$ cat src/rtl/ir_cam_pkg.sv
// Shared encodings and constants for the IR camera sequencer: FSM states,
// init register/value ROM, poll pointer and report layout.
package ir_cam_pkg;

  typedef enum logic [3:0] {
    S_RST_WAIT,
    S_INIT_ISSUE,
    S_INIT_WAIT,
    S_INIT_GAP,
    S_POLL_IDLE,
    S_PTR_ISSUE,
    S_PTR_WAIT,
    S_RD_ISSUE,
    S_RD_WAIT,
    S_FAULT
  } state_e;

  localparam logic [2:0] INIT_ENTRIES = 3'd6;
  localparam logic [7:0] POLL_PTR     = 8'h36;
  localparam logic [4:0] REPORT_LEN   = 5'd16;
  localparam logic [4:0] OFS_XL       = 5'd1;
  localparam logic [4:0] OFS_YL       = 5'd2;
  localparam logic [4:0] OFS_S        = 5'd3;

  function automatic logic [7:0] init_reg(input logic [2:0] idx);
    case (idx)
      3'd0:    init_reg = 8'h30;
      3'd1:    init_reg = 8'h30;
      3'd2:    init_reg = 8'h06;
      3'd3:    init_reg = 8'h08;
      3'd4:    init_reg = 8'h1A;
      default: init_reg = 8'h33;
    endcase
  endfunction

  function automatic logic [7:0] init_val(input logic [2:0] idx);
    case (idx)
      3'd0:    init_val = 8'h01;
      3'd1:    init_val = 8'h08;
      3'd2:    init_val = 8'h90;
      3'd3:    init_val = 8'hC0;
      3'd4:    init_val = 8'h40;
      default: init_val = 8'h33;
    endcase
  endfunction

endpackage

$ cat src/rtl/ir_report_decode.sv
// Captures a 16-byte camera report, checks its length and decodes blob 1.
// Blob outputs and the update pulse appear the cycle after the read completes.
module ir_report_decode
  import ir_cam_pkg::*;
(
  input  logic       clk,
  input  logic       rst,
  input  logic       clr_i,
  input  logic       cap_en_i,
  input  logic [7:0] rx_byte_i,
  input  logic       rx_valid_i,
  input  logic       done_i,
  input  logic       nack_i,
  output logic       frame_ok_o,
  output logic [9:0] blob_x_o,
  output logic [9:0] blob_y_o,
  output logic       blob_valid_o,
  output logic       blob_update_o
);

  // Counting one past the report length lets an over-long frame fail the check.
  localparam logic [4:0] CNT_SAT = REPORT_LEN + 5'd1;

  logic [4:0] cnt_q, cnt_total;
  logic [7:0] xl_q, yl_q, s_q;
  logic [9:0] x_q, y_q, x_new, y_new;
  logic       v_q, upd_q, take, present;

  always_comb begin
    take      = cap_en_i && rx_valid_i;
    cnt_total = cnt_q;
    if (take && (cnt_q != CNT_SAT)) cnt_total = cnt_q + 5'd1;
    x_new      = {s_q[5:4], xl_q};
    y_new      = {s_q[7:6], yl_q};
    present    = !((x_new == 10'h3FF) && (y_new == 10'h3FF));
    frame_ok_o = done_i && !nack_i && (cnt_total == REPORT_LEN);
  end

  always_ff @(posedge clk) begin
    if (rst) begin
      cnt_q <= '0;
      xl_q  <= '0;
      yl_q  <= '0;
      s_q   <= '0;
      x_q   <= '0;
      y_q   <= '0;
      v_q   <= 1'b0;
      upd_q <= 1'b0;
    end else begin
      upd_q <= 1'b0;
      cnt_q <= clr_i ? 5'd0 : cnt_total;
      if (take) begin
        case (cnt_q)
          OFS_XL:  xl_q <= rx_byte_i;
          OFS_YL:  yl_q <= rx_byte_i;
          OFS_S:   s_q  <= rx_byte_i;
          default: ;
        endcase
      end
      if (frame_ok_o) begin
        if (present) begin
          x_q <= x_new;
          y_q <= y_new;
        end
        v_q   <= present;
        upd_q <= (present && ((x_new != x_q) || (y_new != y_q))) || (present != v_q);
      end
    end
  end

  assign blob_x_o      = x_q;
  assign blob_y_o      = y_q;
  assign blob_valid_o  = v_q;
  assign blob_update_o = upd_q;

endmodule

$ cat src/rtl/ir_cam_ctrl.sv
// Sequences IR camera init writes and periodic report polls over the I2C
// byte engine; txn_start is registered so it follows a cycle with busy low.
module ir_cam_ctrl
  import ir_cam_pkg::*;
#(
  parameter logic [6:0]  DEV_ADDR    = 7'h58,
  parameter int unsigned INIT_GAP    = 100000,
  parameter int unsigned POLL_PERIOD = 1000000,
  parameter int unsigned MAX_RETRY   = 3
) (
  input  logic       clk,
  input  logic       rst,
  output logic       txn_start,
  output logic       txn_rw,
  output logic [6:0] txn_addr,
  output logic [4:0] txn_len,
  input  logic       txn_busy,
  input  logic       txn_done,
  input  logic       txn_nack,
  output logic [7:0] tx_byte,
  input  logic       tx_next,
  input  logic [7:0] rx_byte,
  input  logic       rx_valid,
  output logic [9:0] blob_x,
  output logic [9:0] blob_y,
  output logic       blob_valid,
  output logic       blob_update,
  output logic       init_done,
  output logic       fault
);

  state_e      state_q, state_d;
  logic [31:0] gap_q, gap_d, period_q, period_d;
  logic [2:0]  idx_q, idx_d;
  logic [3:0]  retry_q, retry_d, retry_inc;
  logic        start_q, start_d, rw_q, rw_d, done_q, done_d, fault_q, fault_d;
  logic [4:0]  len_q, len_d;
  logic [7:0]  txb_q, txb_d;
  logic        gap_hit, period_exp, retry_over, rd_clr, in_rd, frame_ok;

  assign in_rd = (state_q == S_RD_WAIT);

  always_comb begin
    state_d    = state_q;
    gap_d      = gap_q;
    period_d   = period_q;
    idx_d      = idx_q;
    retry_d    = retry_q;
    start_d    = 1'b0;
    rw_d       = rw_q;
    len_d      = len_q;
    txb_d      = txb_q;
    done_d     = done_q;
    fault_d    = fault_q;
    rd_clr     = 1'b0;
    gap_hit    = (gap_q == INIT_GAP - 1);
    period_exp = (period_q >= POLL_PERIOD - 1);
    retry_inc  = retry_q + 4'd1;
    retry_over = ({28'd0, retry_inc} > MAX_RETRY);

    // Saturating at expiry is what keeps overrun expiries from queueing.
    if (done_q && !period_exp) period_d = period_q + 32'd1;

    case (state_q)
      S_RST_WAIT, S_INIT_GAP: begin
        if (gap_hit) begin
          gap_d = '0;
          if (idx_q == INIT_ENTRIES) begin
            done_d  = 1'b1;
            state_d = S_POLL_IDLE;
          end else begin
            state_d = S_INIT_ISSUE;
          end
        end else begin
          gap_d = gap_q + 32'd1;
        end
      end
      S_INIT_ISSUE: if (!txn_busy) begin
        start_d = 1'b1;
        rw_d    = 1'b0;
        len_d   = 5'd2;
        txb_d   = init_reg(idx_q);
        state_d = S_INIT_WAIT;
      end
      S_INIT_WAIT: begin
        if (tx_next) txb_d = init_val(idx_q);
        if (txn_done) begin
          if (txn_nack) begin
            retry_d = retry_inc;
            fault_d = retry_over;
            state_d = retry_over ? S_FAULT : S_INIT_GAP;
          end else begin
            retry_d = '0;
            idx_d   = idx_q + 3'd1;
            state_d = S_INIT_GAP;
          end
        end
      end
      S_POLL_IDLE: if (period_exp) state_d = S_PTR_ISSUE;
      S_PTR_ISSUE: if (!txn_busy) begin
        start_d  = 1'b1;
        rw_d     = 1'b0;
        len_d    = 5'd1;
        txb_d    = POLL_PTR;
        period_d = '0;
        state_d  = S_PTR_WAIT;
      end
      S_PTR_WAIT: if (txn_done) begin
        if (txn_nack) begin
          retry_d = retry_inc;
          fault_d = retry_over;
          state_d = retry_over ? S_FAULT : S_POLL_IDLE;
        end else begin
          retry_d = '0;
          state_d = S_RD_ISSUE;
        end
      end
      S_RD_ISSUE: if (!txn_busy) begin
        start_d = 1'b1;
        rw_d    = 1'b1;
        len_d   = REPORT_LEN;
        rd_clr  = 1'b1;
        state_d = S_RD_WAIT;
      end
      S_RD_WAIT: if (txn_done) begin
        if (frame_ok) begin
          retry_d = '0;
          state_d = S_POLL_IDLE;
        end else begin
          retry_d = retry_inc;
          fault_d = retry_over;
          state_d = retry_over ? S_FAULT : S_POLL_IDLE;
        end
      end
      S_FAULT: ;
      default: state_d = S_RST_WAIT;
    endcase
  end

  always_ff @(posedge clk) begin
    if (rst) begin
      state_q  <= S_RST_WAIT;
      gap_q    <= '0;
      period_q <= '0;
      idx_q    <= '0;
      retry_q  <= '0;
      start_q  <= 1'b0;
      rw_q     <= 1'b0;
      len_q    <= '0;
      txb_q    <= '0;
      done_q   <= 1'b0;
      fault_q  <= 1'b0;
    end else begin
      state_q  <= state_d;
      gap_q    <= gap_d;
      period_q <= period_d;
      idx_q    <= idx_d;
      retry_q  <= retry_d;
      start_q  <= start_d;
      rw_q     <= rw_d;
      len_q    <= len_d;
      txb_q    <= txb_d;
      done_q   <= done_d;
      fault_q  <= fault_d;
    end
  end

  ir_report_decode u_decode (
    .clk          (clk),
    .rst          (rst),
    .clr_i        (rd_clr),
    .cap_en_i     (in_rd),
    .rx_byte_i    (rx_byte),
    .rx_valid_i   (rx_valid),
    .done_i       (in_rd && txn_done),
    .nack_i       (txn_nack),
    .frame_ok_o   (frame_ok),
    .blob_x_o     (blob_x),
    .blob_y_o     (blob_y),
    .blob_valid_o (blob_valid),
    .blob_update_o(blob_update)
  );

  assign txn_start = start_q;
  assign txn_rw    = rw_q;
  assign txn_addr  = DEV_ADDR;
  assign txn_len   = len_q;
  assign tx_byte   = txb_q;
  assign init_done = done_q;
  assign fault     = fault_q;

endmodule

$ cat config.mk
export PLATFORM = sky130hd
export DESIGN_NAME = ir_cam_ctrl
export DESIGN_NICKNAME = d
export VERILOG_FILES = /design/src/rtl/ir_cam_pkg.sv /design/src/rtl/ir_report_decode.sv /design/src/rtl/ir_cam_ctrl.sv
export SDC_FILE = /design/constraint.sdc
export NUM_CORES = 1
export LEC_CHECK = 0
export BUFFER_PORTS_ARGS = -buffer_cell sky130_fd_sc_hd__buf_2
export CELL_PAD_IN_SITES_DETAIL_PLACEMENT = 0
export CELL_PAD_IN_SITES_GLOBAL_PLACEMENT = 2
export CORE_ASPECT_RATIO = 0.7
export CORE_MARGIN = 3
export CORE_UTILIZATION = 39
export DETAILED_ROUTE_END_ITERATION = 10
export PLACE_DENSITY_LB_ADDON = 0.1
export SETUP_SLACK_MARGIN = 0.02
export SYNTH_ARGS = -nofsm -noshare
export SYNTH_HDL_FRONTEND = slang
export SYNTH_SLANG_ARGS = --single-unit
$ cat constraint.sdc
create_clock -name clk -period 4.2 [get_ports clk]
set_input_delay 0.63 -clock clk [delete_from_list [all_inputs] [get_ports clk]]
set_output_delay 0.63 -clock clk [all_outputs]
set_load 0.005 [all_outputs]
Yosys cells after proc, flatten, opt, wreduce, memory -nomap -nowiden
Index checks and enable logic that the tools add are counted.
- input port bits: 15
- RAM bits: 0
- bits in read-only memories: 0
- register bits after elaboration: 143
- output and inout bits: 46
- word-level logic and storage cells: 153
- memories: 0
- latch bits: 0
- bitwise gates (word level): 5
- eq/ne operators: 38
- div/mod/pow operators: 0
- multipliers: 0
- magnitude comparators: 2
- add/subtract/negate cells: 5
- mux-type cells: 45
- reductions and logical operators: 39
- shifts and indexed selects: 0
- operators by type and width (cell ; number):
    $mux 32 ; 4
    $mux 4 ; 17
    $add 32x1->32 const B ; 2
    $pmux 8 s5 ; 1
    $pmux 4 s9 ; 1
    $eq 32x17->1 const B ; 1
    $ge 32x20->1 const B ; 1
    $mux 8 ; 3
    $pmux 6 s4 ; 1
    $pmux 8 s3 ; 1
    $ne 2x2->1 const B ; 11
    $eq 10x10->1 const B ; 2
    $mux 5 ; 4
    $ne 10x10->1 ; 2
    $eq 4x3->1 const B ; 4
    $pmux 5 s3 ; 1
    $reduce_or 2->1 ; 7
    $reduce_and 3->1 ; 4
    $eq 5x2->1 const B ; 2
    $reduce_and 9->1 ; 1
    $eq 4x2->1 const B ; 2
    $eq 4x4->1 const B ; 2
    $logic_and 1x1->1 ; 8
    $mux 1 ; 8
    other kinds (27) ; 44

Depth between registers and ports, before layout
- depth after elaboration: 9
- depth in mapped cells: 9

Modules after synthesis
Synthesis repeated with hierarchy kept, for this count alone.
- cells, all modules: 796
- area total of the unflattened synthesis: 6797.8 µm²
- by module, submodules not included (module ; cells an instance ; seq. area each (µm²) ; area an instance (µm²) ; times used):
    ir_cam_ctrl ; 535 ; 1801.7 ; 4560.6 ; 1
    ir_report_decode ; 261 ; 940.9 ; 2237.1 ; 1

Least setup slack after synthesis
OpenSTA, ideal clock, no wires.
- path type: register -> register
- from: register period_q[12]
- to: register period_q[9]
- cell stages (with the launch flop): 7
- period minus slack after synthesis: 2.225 ns
- setup slack: 1.975 ns
- arrival time: 2.155 ns
- library setup time: 0.070 ns
- path buffers: 0
- cell sequence: dfxtp_1 or4_1 a211o_1 a2111oi_4 nor2_2 or4_1 a21oi_1
- longest elaborated chain between the ends: 6
- RTL lines (item ; RTL line ; source):
    start: declaration ; ir_cam_ctrl.sv:33 ; logic [31:0] gap_q, gap_d, period_q, period_d;
    start signal: assignment ; ir_cam_ctrl.sv:156 ; period_q <= period_d;
    $ge 32x20->1 * ; ir_cam_ctrl.sv:57 ; period_exp = (period_q >= POLL_PERIOD - 1);
    $logic_not 1->1 * ; ir_cam_ctrl.sv:62 ; if (done_q && !period_exp) period_d = period_q + 32'd1;
    $logic_and 1x1->1 * ; ir_cam_ctrl.sv:62 ;
    $mux 32 * ; ir_cam_ctrl.sv:62 ;
    $mux 32 ; ir_cam_ctrl.sv:100 ; S_PTR_ISSUE: if (!txn_busy) begin
    $mux 32 * ; ir_cam_ctrl.sv:64 ; case (state_q)
Mark *: on every way between the ends. The rest lies on a longest branch, timed or not.
A chain may end at the register's enable or synchronous reset.

Final worst setup path
- from: register state_q[3]
- to: register fault_q (netlist: fault)
- longest elaborated chain between the ends: 8
- elaborated cells on any way between the ends: 18
- RTL lines (item ; RTL line ; source):
    start: declaration ; ir_cam_ctrl.sv:32 ; state_e state_q, state_d;
    start signal: assignment ; ir_cam_ctrl.sv:154 ; state_q <= state_d;
    $eq 4x4->1 ; ir_cam_ctrl.sv:41, ir_cam_ctrl.sv:64 ;
    $logic_and 1x1->1 ; ir_report_decode.sv:30 ; take = cap_en_i && rx_valid_i;
    $logic_and 1x1->1 ; ir_report_decode.sv:32 ; if (take && (cnt_q != CNT_SAT)) cnt_total = cnt_q + 5'd1;
    $mux 5 ; ir_report_decode.sv:32 ;
    $eq 5x5->1 ; ir_report_decode.sv:36 ; frame_ok_o = done_i && !nack_i && (cnt_total == REPORT_LEN);
    $logic_and 1x1->1 ; ir_report_decode.sv:36 ;
    $ne 2x2->1 (no line) ; - ;
    $reduce_and 5->1 (no line) ; - ;
    end signal: assignment ; ir_cam_ctrl.sv:164 ; fault_q <= fault_d;
    end: declaration ; ir_cam_ctrl.sv:36 ; logic start_q, start_d, rw_q, rw_d, done_q, done_d, fault_q, fault_d;
Several ways; a longest one is shown, not always the timed one.

==> impl_metrics.json <==
{
  "status": "finished, final reports clean",
  "top_layer_used": "met4",
  "synthArstFlopShare": 0,
  "timing.final.crit_share": 0.6875,
  "grt_overflow_total": 0,
  "leakage_nw": 3.078,
  "wl_met2_um": 6615,
  "reg2regPathDepth": 6,
  "slew_violations": 0,
  "grt_pass1_wl_um": 26370,
  "wl_met1_um": 8520,
  "grt_start_max_net_pins": 47,
  "clk_latency_ps": 410,
  "end_kind": "flip-flop",
  "slew-limit-headroom": 0.3416,
  "yosys.area.top_type": "dfxtp_1",
  "finClkSkew_ps": 8.008,
  "fp.dieArea_um2": 18350,
  "switchingPower_mw": 0.6806,
  "fmax_ghz": 0.3463,
  "drtIter0Drc": 368,
  "drt-pass1-iter-count": 5,
  "swShare": 0.2387,
  "hold_ws_ps": 446.1,
  "maxCapViolations": 0,
  "synth_edf_count": 0,
  "start_util": 0.4098,
  "setup_viol": 0,
  "finalSetupTns_ps": 0,
  "required_ps": 4510,
  "seqPwrFrac": 0.470,
  "wl_per_cell_um": 15.21,
  "antenna_found_initial": 0,
  "clockBufferDepth": 2,
  "rows": 38,
  "cts_num_sinks": 137,
  "hp-class": "reg2reg",
  "rsz0062_at_grt": "no",
  "min_from": "tx_byte[7]",
  "drc": 0,
  "clock_power_share": 0.485,
  "cts_tree": "done",
  "whs_endpoint": "tx_byte[7]",
  "p_int_mw": 2.171,
  "power_density_nw_per_um2": 382.0,
  "path_class": "reg2reg",
  "finalNetCount": 835,
  "r2r-start": "state_q[3]",
  "hpwl_um": 11380,
  "combPwrFrac": 0.044,
  "clk_pin_slew_ps": 60,
  "dr_wl_met3_um": 590,
  "synth-seq-area-share": 0.4202,
  "synth-main-ff-cell": "dfxtp_1",
  "via_per_inst": 5.223,
  "rrSetupSlack_ps": 1310,
  "layout_commonest_cell": "dfxtp_1",
  "avgSynthCellArea_um2": 8.466,
  "syn-instance-count": 771,
  "grt.total_usage": 0.1778,
  "yosys_register_bits": 137,
  "antennaDiodeCount": 0,
  "fin_crit_ps": 2888,
  "die-width_um": 160.6,
  "crit_path_start_kind": "flip-flop",
  "drive_gt1_frac": 0.1179,
  "numCtsBuffers": 17,
  "final_cell_mix": "dfxtp_1 (137), nor2_1 (102), nand2_1 (77), xor2_1 (51), buf_2 (51)",
  "yosysUniqueCellTypes": 61,
  "yosys_warnings": 0,
  "worstPathMaxFanout": 19,
  "htree_levels": 4,
  "finalWirelength_um": 15870,
  "hold_violations": 0,
  "hold_depth": 2,
  "portBuffers": 51,
  "cp_data_arrival_time_ps": 3200,
  "post_cts_buffers": 0,
  "core-area_um2": 15930,
  "synthToLayoutAreaGrowth_pct": 14.36,
  "ir_drop_v": 0.0002544,
  "netlist_area_um2": 6528,
  "gp_congestion": 0.8238,
  "postCtsHoldBufs": 0,
  "post_cts_resized": 0,
  "synth.area.top_cells": "dfxtp_1 (42%), xor2_1 (6.8%), nor2_1 (5.9%)",
  "dr_total_vias": 5448,
  "io_pins": 61,
  "worstMarginPinSlew_ps": 978.6,
  "die_y_um": 114.2,
  "grt_pass1_vias": 5223,
  "root_buffer": "clkbuf_16",
  "yosysTopAreaCellShare": 0.4202,
  "timing.rr.end": "fault",
  "ant_nets": 0
}
## critical path, stage by stage (launching register included)
cell and delay (ps):
dfxtp_1 680, nor4b_2 560, nand2_1 170, nor4_1 530
o22ai_2 310, nand3_1 190, mux2_2 340
## cell families after synthesis
group           Yosys count  share of synthesized area
fa+ha+maj                10                    0.01917
compound gates          120                     0.1202
flops                   137                     0.4202
simple gates            353                     0.2680
other cells               2                   0.001151
xor+xnor                 67                    0.08990
mux                      28                    0.04351
buf+inv                  54                    0.03795
## stage by stage
step	instances	cell area (um^2)	setup slack [ps]	util	total power, mW
floorplan	778	6554	1975	-	1.455
global placement	1011	6925	1489	0.4348	1.493
detailed placement	1011	6925	1343	0.4348	1.495
CTS	1043	7465	1357	0.4687	2.887
global route	1043	7465	1067	0.4687	2.972
finish	1043	7465	1312	0.4687	2.852
## flip-flops by register name, summed over array words and instances (netlist names), 3 cells and up
| register | flops |
|---|---|
| gap_q | 32 |
| u_decode.cnt_q | 5 |
| tx_byte | 8 |
| u_decode.xl_q | 8 |
| u_decode.yl_q | 8 |
| u_decode.blob_y_o | 10 |
| state_q | 4 |
| retry_q | 4 |
| txn_len | 3 |
| u_decode.s_q | 4 |
| u_decode.blob_x_o | 10 |
| period_q | 32 |
| idx_q | 3 |
## power by group through the flow
stage	Combinational (mW)	Clock, mW	Sequential [mW]
global placement	0.125	0	1.37
finish	0.127	1.38	1.34
detailed placement	0.127	0	1.37
global route	0.141	1.49	1.34
floorplan	0.0992	0	1.36
CTS	0.128	1.42	1.34
## worst max-delay path by stage
stage	start	endpoint	slack, ps	cells past startpoint
final	state_q[3]	fault	1310	6
after global routing	state_q[3]	fault	1070	6
after CTS	state_q[3]	fault	1360	6
after detailed placement	state_q[3]	fault	1340	6
after global placement	state_q[3]	fault	1490	6
after floorplan	period_q[12]	period_q[9]	1980	6
## per-layer routing
layer	vias up	GRT usage
met5	-	0
met4	0	0.05549
met3	10	0.03688
met2	96	0.2595
met1	2571	0.2624
li1	2771	-
## Yosys cell counts (3+ instances only)
master	instances
clkbuf_1	29
o31ai_1	6
buf_4	11
mux2_2	3
ha_1	10
nor3_1	20
nand3_1	30
buf_2	3
a211oi_1	6
nand3b_1	4
nor4_1	17
or3_1	17
o21ai_0	18
nand2_1	77
a21oi_1	47
nor2_1	102
o211ai_1	6
and4_1	7
xnor2_1	16
and3_1	9
o21a_1	4
dfxtp_1	137
o21bai_1	5
nand4_1	26
mux2i_1	25
inv_1	10
and2_1	14
xor2_1	51
or4_1	3
nand2b_1	5
o22ai_1	3
nor2b_1	10
## area by class of cell
type	count	area [um^2]
fillers	1562	8463
inverters	10	37.54
well taps	220	275.3
flip-flops and latches	137	2743
multi-input cells	587	3570
repair buffers	57	300.3
clock buffers	20	436.7
clock inverters	12	102.6
Power figures use the tool's default switching activity.
